## config.mk

```make
export PLATFORM = sky130hd
export DESIGN_NAME = tone_encode
export DESIGN_NICKNAME = d
export VERILOG_FILES = /design/src/rtl/tone_pkg.sv /design/src/rtl/tone_ref_rom.sv /design/src/rtl/tone_encode.sv
export SDC_FILE = /design/constraint.sdc
export NUM_CORES = 1
export LEC_CHECK = 0
export CAP_MARGIN = 10
export CORE_MARGIN = 4
export CORE_UTILIZATION = 35
export DETAILED_ROUTE_END_ITERATION = 10
export REMOVE_ABC_BUFFERS = 1
export SLEW_MARGIN = 5
export SYNTH_ARGS = -nofsm -noshare
export SYNTH_HDL_FRONTEND = slang
export SYNTH_SLANG_ARGS = --single-unit
```

## constraint.sdc

```tcl
create_clock -name clk -period 10.3 [get_ports clk]
set_clock_uncertainty 0.2 [all_clocks]
set_input_delay 2.06 -clock clk [delete_from_list [all_inputs] [get_ports clk]]
set_output_delay 2.06 -clock clk [all_outputs]
set_load 0.1 [all_outputs]
```

## src/rtl/tone_pkg.sv

```systemverilog
// Shared constants for the note-index <-> half-period conversion blocks.
package tone_pkg;

    localparam int IDX_W  = 4;
    localparam int CNT_W  = 13;
    localparam int NOTE_N = 15;

    localparam logic [CNT_W-1:0] HCNT_MAX = 13'd8191;

    // Half-period in clk cycles for note index 1..15 (slot k holds index k+1).
    // Each entry equals 8192 minus the divider value used on the transmit side.
    localparam logic [CNT_W-1:0] REF_HALF [NOTE_N] = '{
        13'd7644, 13'd6810, 13'd6067, 13'd5727, 13'd5102,
        13'd4545, 13'd4050, 13'd3822, 13'd3405, 13'd3034,
        13'd2864, 13'd2551, 13'd2273, 13'd2025, 13'd1911
    };

    typedef enum logic [1:0] {
        S_IDLE = 2'd0,
        S_SCAN = 2'd1,
        S_DONE = 2'd2
    } scan_state_e;

endpackage

```

## src/rtl/tone_ref_rom.sv

```systemverilog
// Combinational note index -> reference half-period lookup. Index 0 (rest)
// and any unused code return 0.
module tone_ref_rom
    import tone_pkg::*;
(
    input  logic [IDX_W-1:0] idx_i,
    output logic [CNT_W-1:0] half_o
);

    // Table lookup.
    always_comb begin
        half_o = '0;
        for (int k = 0; k < NOTE_N; k++) begin
            if (idx_i == IDX_W'(k + 1)) begin
                half_o = REF_HALF[k];
            end
        end
    end

endmodule

```

## src/rtl/tone_encode.sv

```systemverilog
// Pitch-to-note encoder: measures the half-period of tone_in and recovers
// the note index that produced it.
//
// state  | meaning
// S_IDLE | waiting for a capture
// S_SCAN | compare meas against ref(i), i = 1..15, one per cycle
// S_DONE | tolerance check on the best match, hand candidate to match rule
module tone_encode
    import tone_pkg::*;
#(
    parameter int TOL     = 48,
    parameter int MATCH_N = 2
) (
    input  logic             clk,
    input  logic             rst,
    input  logic             tone_in,
    output logic [IDX_W-1:0] Index,
    output logic             valid,
    output logic             locked,
    output logic             err
);

    localparam logic [2:0] MATCH_LIM = 3'(MATCH_N);

    logic [2:0]       sync_q;
    logic             edge_det, capture;
    logic [CNT_W-1:0] hcnt_q, hcnt_d, meas_q, meas_d;
    logic             armed_q, armed_d, timeout_q, timeout_d;

    scan_state_e      state_q, state_d;
    logic [IDX_W-1:0] scan_i_q, scan_i_d, best_idx_q, best_idx_d;
    logic [CNT_W-1:0] best_diff_q, best_diff_d;
    logic [CNT_W-1:0] ref_half, diff;
    logic signed [CNT_W:0] delta;
    logic             done_ok, done_bad;

    logic             cand_vld_q, cand_bad_q;
    logic [IDX_W-1:0] cand_q;
    logic [2:0]       match_cnt_q, match_cnt_d;
    logic [IDX_W-1:0] prev_q, prev_d, index_q, index_d;
    logic             valid_q, valid_d, locked_q, locked_d, err_q, err_d;

    // Bits 0/1 synchronize, bit 2 is the previous synchronized level.
    assign edge_det = sync_q[1] ^ sync_q[2];
    assign capture  = edge_det & armed_q;

    tone_ref_rom u_rom (
        .idx_i  (scan_i_q),
        .half_o (ref_half)
    );

    assign delta = $signed({1'b0, meas_q}) - $signed({1'b0, ref_half});
    assign diff  = delta[CNT_W] ? CNT_W'(-delta) : CNT_W'(delta);

    // Half-period counter, arming and timeout detection.
    always_comb begin
        hcnt_d    = (hcnt_q == HCNT_MAX) ? HCNT_MAX : hcnt_q + 13'd1;
        armed_d   = armed_q;
        meas_d    = meas_q;
        timeout_d = 1'b0;
        if (edge_det) begin
            hcnt_d  = '0;
            armed_d = 1'b1;
            if (armed_q) meas_d = hcnt_q + 13'd1;
        end else if (hcnt_q == HCNT_MAX - 13'd1) begin
            armed_d   = 1'b0;
            timeout_d = 1'b1;
        end
    end

    // Synchronizer and measurement registers.
    always_ff @(posedge clk or posedge rst) begin
        if (rst) begin
            sync_q    <= '0;
            hcnt_q    <= '0;
            armed_q   <= 1'b0;
            meas_q    <= '0;
            timeout_q <= 1'b0;
        end else begin
            sync_q    <= {sync_q[1:0], tone_in};
            hcnt_q    <= hcnt_d;
            armed_q   <= armed_d;
            meas_q    <= meas_d;
            timeout_q <= timeout_d;
        end
    end

    // Search FSM next state; a new capture always restarts the scan.
    always_comb begin
        state_d     = state_q;
        scan_i_d    = scan_i_q;
        best_diff_d = best_diff_q;
        best_idx_d  = best_idx_q;
        done_ok     = 1'b0;
        done_bad    = 1'b0;
        case (state_q)
            S_IDLE: ;
            S_SCAN: begin
                if (diff < best_diff_q) begin
                    best_diff_d = diff;
                    best_idx_d  = scan_i_q;
                end
                if (scan_i_q == 4'd15) state_d = S_DONE;
                else                   scan_i_d = scan_i_q + 4'd1;
            end
            S_DONE: begin
                if (int'(best_diff_q) <= TOL) done_ok  = 1'b1;
                else                          done_bad = 1'b1;
                state_d = S_IDLE;
            end
            default: state_d = S_IDLE;
        endcase
        if (capture) begin
            state_d     = S_SCAN;
            scan_i_d    = 4'd1;
            best_diff_d = HCNT_MAX;
            best_idx_d  = '0;
            done_ok     = 1'b0;
            done_bad    = 1'b0;
        end
    end

    // Search FSM state register.
    always_ff @(posedge clk or posedge rst) begin
        if (rst) begin
            state_q     <= S_IDLE;
            scan_i_q    <= '0;
            best_diff_q <= HCNT_MAX;
            best_idx_q  <= '0;
        end else begin
            state_q     <= state_d;
            scan_i_q    <= scan_i_d;
            best_diff_q <= best_diff_d;
            best_idx_q  <= best_idx_d;
        end
    end

    // Match rule on the registered candidate (scan result or timeout rest).
    always_comb begin
        match_cnt_d = match_cnt_q;
        prev_d      = prev_q;
        index_d     = index_q;
        valid_d     = 1'b0;
        locked_d    = locked_q;
        err_d       = 1'b0;
        if (cand_bad_q) begin
            err_d       = 1'b1;
            match_cnt_d = '0;
            locked_d    = 1'b0;
        end else if (cand_vld_q) begin
            if (cand_q != prev_q)             match_cnt_d = 3'd1;
            else if (match_cnt_q < MATCH_LIM) match_cnt_d = match_cnt_q + 3'd1;
            prev_d = cand_q;
            if (match_cnt_d == MATCH_LIM) begin
                index_d  = cand_q;
                valid_d  = 1'b1;
                locked_d = 1'b1;
            end else begin
                locked_d = 1'b0;
            end
        end
    end

    // Candidate stage and output registers.
    always_ff @(posedge clk or posedge rst) begin
        if (rst) begin
            cand_vld_q  <= 1'b0;
            cand_bad_q  <= 1'b0;
            cand_q      <= '0;
            match_cnt_q <= '0;
            prev_q      <= '0;
            index_q     <= '0;
            valid_q     <= 1'b0;
            locked_q    <= 1'b0;
            err_q       <= 1'b0;
        end else begin
            cand_vld_q  <= done_ok | (timeout_q & ~done_bad);
            cand_bad_q  <= done_bad;
            cand_q      <= done_ok ? best_idx_q : '0;
            match_cnt_q <= match_cnt_d;
            prev_q      <= prev_d;
            index_q     <= index_d;
            valid_q     <= valid_d;
            locked_q    <= locked_d;
            err_q       <= err_d;
        end
    end

    assign Index  = index_q;
    assign valid  = valid_q;
    assign locked = locked_q;
    assign err    = err_q;

endmodule

```

==> results of run 1 <==
==> metal layers <==
metal,up-vias,wire (µm),GRT usage (%)
li1,1852,-,-
met1,1780,4430,17.5
met2,66,5270,25.6
met3,7,388,3.13
met4,0,91,3.32
met5,-,0,0
==> cells by family after synthesis <==
kind of cell               count (synthesis)  synth area share [%]
AOI/OAI and AO/OA                        136                  18.5
muxes                                     11                  2.56
adders and majority gates                 34                  9.22
buffers and inverters                     56                  4.53
DFF                                       74                  39.8
and+or+nand+nor                          178                  18.7
xor gates and xnor gates                  36                  6.72
==> critical path: stages, from the launching register on <==
cell and delay [ns]:
dfrtp_1 0.41, inv_1 0.13, ha_1 0.39, inv_1 0.16, nor2_1 0.24, nor2_1 0.06, or3_1 0.31, nand3_1 0.16
inv_1 0.06, ha_1 0.29, nand2b_1 0.10, a21oi_1 0.29, o31a_1 0.21, o41ai_2 0.10, o21ai_1 0.63, and2_1 0.25
nor2_1 0.05, ha_1 0.27, a21boi_0 0.16, o21ai_0 0.09, nand2b_1 0.07, a41oi_1 0.17, o311ai_4 1.04, nor2_1 0.10
a21oi_1 0.16, nor2_1 0.05
==> per-stage QoR <==
step / total power [mW] / cell area, µm²
after global placement: 1.01 / 4960
final: 1.32 / 5240
after detailed placement: 1.03 / 4960
after global routing: 1.43 / 5240
after floorplan: 0.865 / 4610
after CTS: 1.33 / 5240
==> final cells by class <==
class / instances / share of cell area (%)
Tap cell: 176 / 4.20
Timing Repair Buffer: 12 / 2.15
Clock inverter: 7 / 1.12
Sequential cell: 74 / 35.6
Inverter: 33 / 2.36
Clock buffer: 9 / 4.30
Multi-Input combinational cell: 395 / 50.2
==> where the power goes <==
group / total (mW) / switching [mW] / internal [mW]
combinational: 0.649 / 0.395 / 0.254
clock: 0.297 / 0.130 / 0.166
sequential: 0.372 / 0.0296 / 0.342
total: 1.32 / 0.555 / 0.762
==> layout by cell type, fill, tap and decap left out, types with 3 or more instances in the layout <==
master           count
a21o_1               5
and3_1               4
a41oi_1              3
clkinvlp_4           4
or3_1                3
mux2i_1              3
dfstp_2             13
a211oi_1             4
buf_4                3
nor3_1               8
o211ai_1             4
and2_1               7
clkbuf_16            9
dfrtp_1             61
ha_1                33
xnor2_1             23
nor2b_1              7
o31a_1               8
nor3b_1              3
xor2_1              13
o21ai_1              6
mux2_2               8
a21oi_1             43
clkdlybuf4s50_1      9
a31oi_1              4
nand3_1             20
o21ai_0             35
nor4_1               7
nand2b_1             8
nand2_1             46
inv_1               30
nand3b_1             4
nor2_1              51
==> path summary, 6_finish.rpt <==
kind,start,to,slack (ns),cells after the start
max in group asynchronous,rst,cand_q[2],7.19,3
worst max-delay path,scan_i_q[1],best_idx_q[1],3.95,25
worst min-delay path,sync_q[0],sync_q[1],0.15,0
min in group asynchronous,rst,hcnt_q[10],2.12,3
worst max register to register,scan_i_q[1],best_idx_q[1],3.95,25
worst min register to register,sync_q[0],sync_q[1],0.15,0
==> sequential cells by signal, summed over array words and instances, names as in the netlist, 2 cells and up <==
register and count:
Index 4, best_diff_q 13, best_idx_q 4, cand_q 4, hcnt_q 13, match_cnt_q 3
meas_q 13, prev_q 4, scan_i_q 4, state_q 2, sync_q 3
==> results.md, run 1 <==
* Status: finished clean
* Part of the cycle the worst path needs at slightly above 60%
* Share of cells above drive strength 1 at 9.81%
* Multi-input gate area at between 0.002 and 0.003 mm²
* Die ar. at 0.0153 mm²
* Post-Synthesis Cells at between 500 and 600
* Synth top cells by count: dfrtp_1, nor2_1, nand2_1, a21oi_1, o21ai_0
* Synthesized area at 0.00469 mm²
* Inserted Diodes at 0
* Worst slew margin at between 20% and 30%
* Worst path required time at between 10 and 15 ns
* RD Place Congestion at around 0.88
* Clk_lat worst skew at 0.34 ns
* # resized after CTS at 0
* Cell Pwr Density at approximately 250 mW/mm²
* Core Rows at between 40 and 50
* Setup slack after layout at roughly 4 ns
* Max-cap viol count at 0
* Crit path launch type: flip-flop
* Hold slack final at roughly 0.15 ns
* Pre-antenna DRT Iters at 5
* Final ANT Viol Nets at 0
* Final setup violation count at 0
* Root Driver: clkbuf_16
* Setup TNS at 0 ns
* Most common flop cell mapped by yosys: dfrtp_1
* I/O Pins at 10
* Drc violations at 0
* Die Y at roughly 120 µm
* Vias in the first global route at 3592
* YS warnings at 0
* Port Buffer Count at 9
* Number of synthesized flops with an enable pin at 0
* H-tree depth at 3
* Critical path class: reg -> reg
* Largest net degree at the start of global routing at 75
* Count of placed standard cells including taps at 690
* CP arrival at between 6 and 7 ns
* Peak VDD IR at 0.128 mV
* Post-route insts no fill at around 710
* CTS tree: done
* Worst setup EP type: flip-flop
* Top cell type by total area after synthesis: dfrtp_1
* Hold WC Path Type: reg -> reg
* GRT Util Overall at between 10 and 15%
* Largest cells by area after synthesis: dfrtp_1, ha_1, dfstp_2
* Fillers at approximately 1300
* DR iter-0 viols at ~340
* Total CTS buffers at 9
* Vias per std cell at between 5 and 6
* Syn avg cell area at 8.94 µm²
* Worst-path fanout max at 35
* Synth cell types at around 60
* Synth Register Bits at 74
* Final hold violations at 0
* WL/cell at 14.4 µm
* Most numerous cell in the Yosys netlist: dfrtp_1
* Ys async rst share at 100%
* DRT Wirelength at 10.2 mm
* Max Slew Vio Count at 0
* Tmin final at ~6.3 ns
* Area delta synth->final at 11.6%
* CTS max path bufs at 2
* Hold buffer count at CTS at 0
* Static Leak at 2.28 nW
* Synth top area share at 32.5%
* Post-synthesis sequential area ratio at between 30% and 40%
* Register area at approximately 0.0019 mm²
* Initial antenna violation count at 0
* Chip width at roughly 120 µm
* FMAX at 158 MHz
* Finished Core Util at 39.7%
* Starting Density at between 30 and 40%
* First-pass GRT wire length at around 17 mm
* Worst Max-Slew Pin Slew at ~1.2 ns
* RSZ-0062 raised after global routing: no
* Core Region at between 0.01 and 0.015 mm²
* Via count at ~3700
* GRT overflow at 0
* Nets at approximately 560
* Pre-CTS WS at approximately 4 ns
* Worst-path clk slew at around 0.060 ns
* Dpl hpwl at between 7 and 8 mm
* # Post-CTS Setup Buffers at 0
* CTS Sinks at 74
Power figures use the tool's default switching activity.
==> run 2, diff against run 1 <==
==> constraint.sdc (replaced) <==
create_clock -name clk -period 6 [get_ports clk]
set_clock_uncertainty 0.2 [all_clocks]
set_input_delay 1.2 -clock clk [delete_from_list [all_inputs] [get_ports clk]]
set_output_delay 1.2 -clock clk [all_outputs]
set_load 0.1 [all_outputs]
==> run 2 against run 1 <==
- critical path depth is 3 lower
- die area stayed put
- final area is 3.1% higher
- total power is 85% higher
- first-iteration DRC count is 32% lower
- sequential cell count stayed put
- final cell count is 0.99% higher
- combinational power is 82% higher
- register-to-register slack worse by 3.6 ns
- clock power is 110% higher
- largest power group unchanged
==> results.md, run 2 (synthesis results as in run 1) <==
* Part of the cycle the worst path needs at between 90% and 100%
* Critical-path top delay cell: a311oi_1
* Critical path class: reg -> reg
* Crit path launch type: flip-flop
* Dpl hpwl at approximately 7.8 mm
* H-tree depth at 3
* Clk_lat worst skew at ~0.34 ns
* First-pass GRT wire length at roughly 18 mm
* Worst Max-Slew Pin Slew at between 0.9 and 1 ns
* Worst slew margin at 35.2%
* Starting Density at about 36%
* Peak VDD IR at about 0.22 mV
* Vias in the first global route at between 3000 and 4000
* CTS Sinks at 74
* RD Place Congestion at 0.893
* Setup slack after layout at approximately 0.4 ns
* Worst setup EP type: flip-flop
* Most common cell after layout, fill and taps aside: dfrtp_1
* GRT Util Overall at approximately 15%
* Levels on crit path at 22
* FMAX at between 150 and 200 MHz
* Max Slew Vio Count at 0
* WL/cell at around 15 µm
* Total CTS buffers at 9
* RSZ-0062 raised after global routing: no
* Post-DP Area at ~0.005 mm²
* Finished Core Util at between 40% and 50%
* Crit path capture: best_diff_q[10]
* CP cell instances: inv_1, ha_1, buf_4, nor2_1, nor2_1, a311oi_1, ha_1, nor2b_2, a221o_1, a211oi_4, nand3_2, nor4b_4, a31oi_1, xor2_1, inv_1, ha_1, nor2b_1, o21ai_0, o311ai_4, buf_12, or3_1, nand3_1
* Final ANT Viol Nets at 0
* GRT overflow at 0
* Largest net degree at the start of global routing at 57
* Die Y at between 100 and 150 µm
* I/O Pins at 10
* Tmin final at 5.60 ns
* Worst path required time at 6.08 ns
* Hold WC Path Type: reg -> reg
* Max-cap viol count at 0
* Drc violations at 0
* Share of cells above drive strength 1 at 11.5%
* CTS tree: done
* CP arrival at about 5.7 ns
* DR iter-0 viols at between 200 and 250
* Port Buffer Count at 9
* Status: finished clean
* RR Startpoint: scan_i_q[0]
* Worst path most repeated cell: ha_1
* Worst-path fanout max at 23
* Worst Setup SP: scan_i_q[0]
* Pre-antenna DRT Iters at 4
* Reg2Reg Setup Slack at about 0.4 ns
* Vias per std cell at approximately 5.2
* Static Leak at 2.38 nW
* Die ar. at ~0.015 mm²
* CTS max path bufs at 2
* Hold path depth at 0
* CP top delay family: compound AO/OA/AOI/OAI gates
* Hold slack final at about 0.15 ns
* Final hold violations at 0
* Cell Pwr Density at ~450 mW/mm²
* DRT Wirelength at about 10 mm
* Max incr delay on CP at around 0.43 ns
* Worst flop-to-flop path endpoint: best_diff_q[10]
* Regs by FF count: best_diff_q (13), hcnt_q (13), meas_q (13)
* Nets at between 500 and 600
* Most frequent cells in the layout: dfrtp_1, nor2_1, nand2_1
* Via count at about 3700
* Inserted Diodes at 0
* Chip width at about 120 µm
* Hold buffer count at CTS at 0
* Area delta synth->final at 15.0%
* Initial antenna violation count at 0
* Root Driver: clkbuf_16
* Final Cell Area at between 0.005 and 0.006 mm²
* Final setup violation count at 0
* Worst-path clk slew at roughly 0.060 ns
* Core Rows at 42
* Pre-CTS WS at 0.251 ns
* Reg2reg path depth at 22
* Buf/Inv on CP at 4
* Core Region at ~0.013 mm²
[run 2: worst min-delay path by stage]
stage / startpoint / endpoint / slack [ns]
CTS: sync_q[0] / sync_q[1] / 0.15
global placement: sync_q[0] / sync_q[1] / 0.13
finish: sync_q[0] / sync_q[1] / 0.15
global route: sync_q[0] / sync_q[1] / 0.17
detailed placement: sync_q[0] / sync_q[1] / 0.14
floorplan: sync_q[0] / sync_q[1] / 0.13
[run 2: layer usage]
metal  global-route usage (%)  vias to the layer above  share of wire, %
li1                         -                     1867                 -
met1                     17.9                     1790                45
met2                     24.8                       65                49
met3                     3.68                       20               3.8
met4                     6.51                        0               2.4
met5                        0                        -                 0
[run 2: report_power, final]
group / total [mW] / leakage [nW] / internal (mW) / switching [mW]
clock: 0.631 / 0.172 / 0.427 / 0.204
sequential: 0.631 / 0.958 / 0.588 / 0.0437
combinational: 1.18 / 1.25 / 0.479 / 0.696
total: 2.44 / 2.38 / 1.49 / 0.944
[run 2: what timing repair did]
action	4_1_cts	5_1_grt
endpoints found under the setup margin	0	17
setup buffers	0	0
resized for setup	0	4
[run 2: stage by stage]
step	power [mW]	cells	setup TNS (ns)
CTS	2.46	713	0
finish	2.44	713	0
detailed placement	1.81	698	0
global route	2.64	713	0
floorplan	1.49	502	-7.80
global placement	1.78	698	0
[run 2: cell type report]
type | instances | area [µm²]
well taps | 176 | 220
fillers | 1318 | 7790
inverters | 33 | 124
clock inverters | 4 | 98.8
repair buffers | 20 | 185
multi-input cells | 395 | 2650
clock buffers | 11 | 253
flip-flops and latches | 74 | 1870
[run 2: worst register-to-register path, stage by stage, from the launching register on]
cell and delay, ns:
dfrtp_1 0.38, inv_1 0.12, ha_1 0.29, buf_4 0.20, nor2_1 0.11, nor2_1 0.05, a311oi_1 0.43, ha_1 0.40
nor2b_2 0.19, a221o_1 0.33, a211oi_4 0.30, nand3_2 0.18, nor4b_4 0.35, a31oi_1 0.14, xor2_1 0.27, inv_1 0.08
ha_1 0.29, nor2b_1 0.14, o21ai_0 0.29, o311ai_4 0.18, buf_12 0.19, or3_1 0.36, nand3_1 0.07
==> run 3, diff against run 2 <==
--- a/config.mk
+++ b/config.mk
@@ -5,7 +5,6 @@
 export SDC_FILE = /design/constraint.sdc
 export NUM_CORES = 1
 export LEC_CHECK = 0
-export CAP_MARGIN = 10
 export CORE_MARGIN = 4
 export CORE_UTILIZATION = 35
 export DETAILED_ROUTE_END_ITERATION = 10
==> constraint.sdc (replaced) <==
create_clock -name clk -period 6 [get_ports clk]
set_clock_uncertainty 0.2 [all_clocks]
set_input_delay 1.2 -clock clk [delete_from_list [all_inputs] [get_ports clk]]
set_output_delay 1.2 -clock clk [all_outputs]
set_load 0.05 [all_outputs]
==> results of run 3 <==
The final DEF is identical to that of run 2. Status: finished clean.
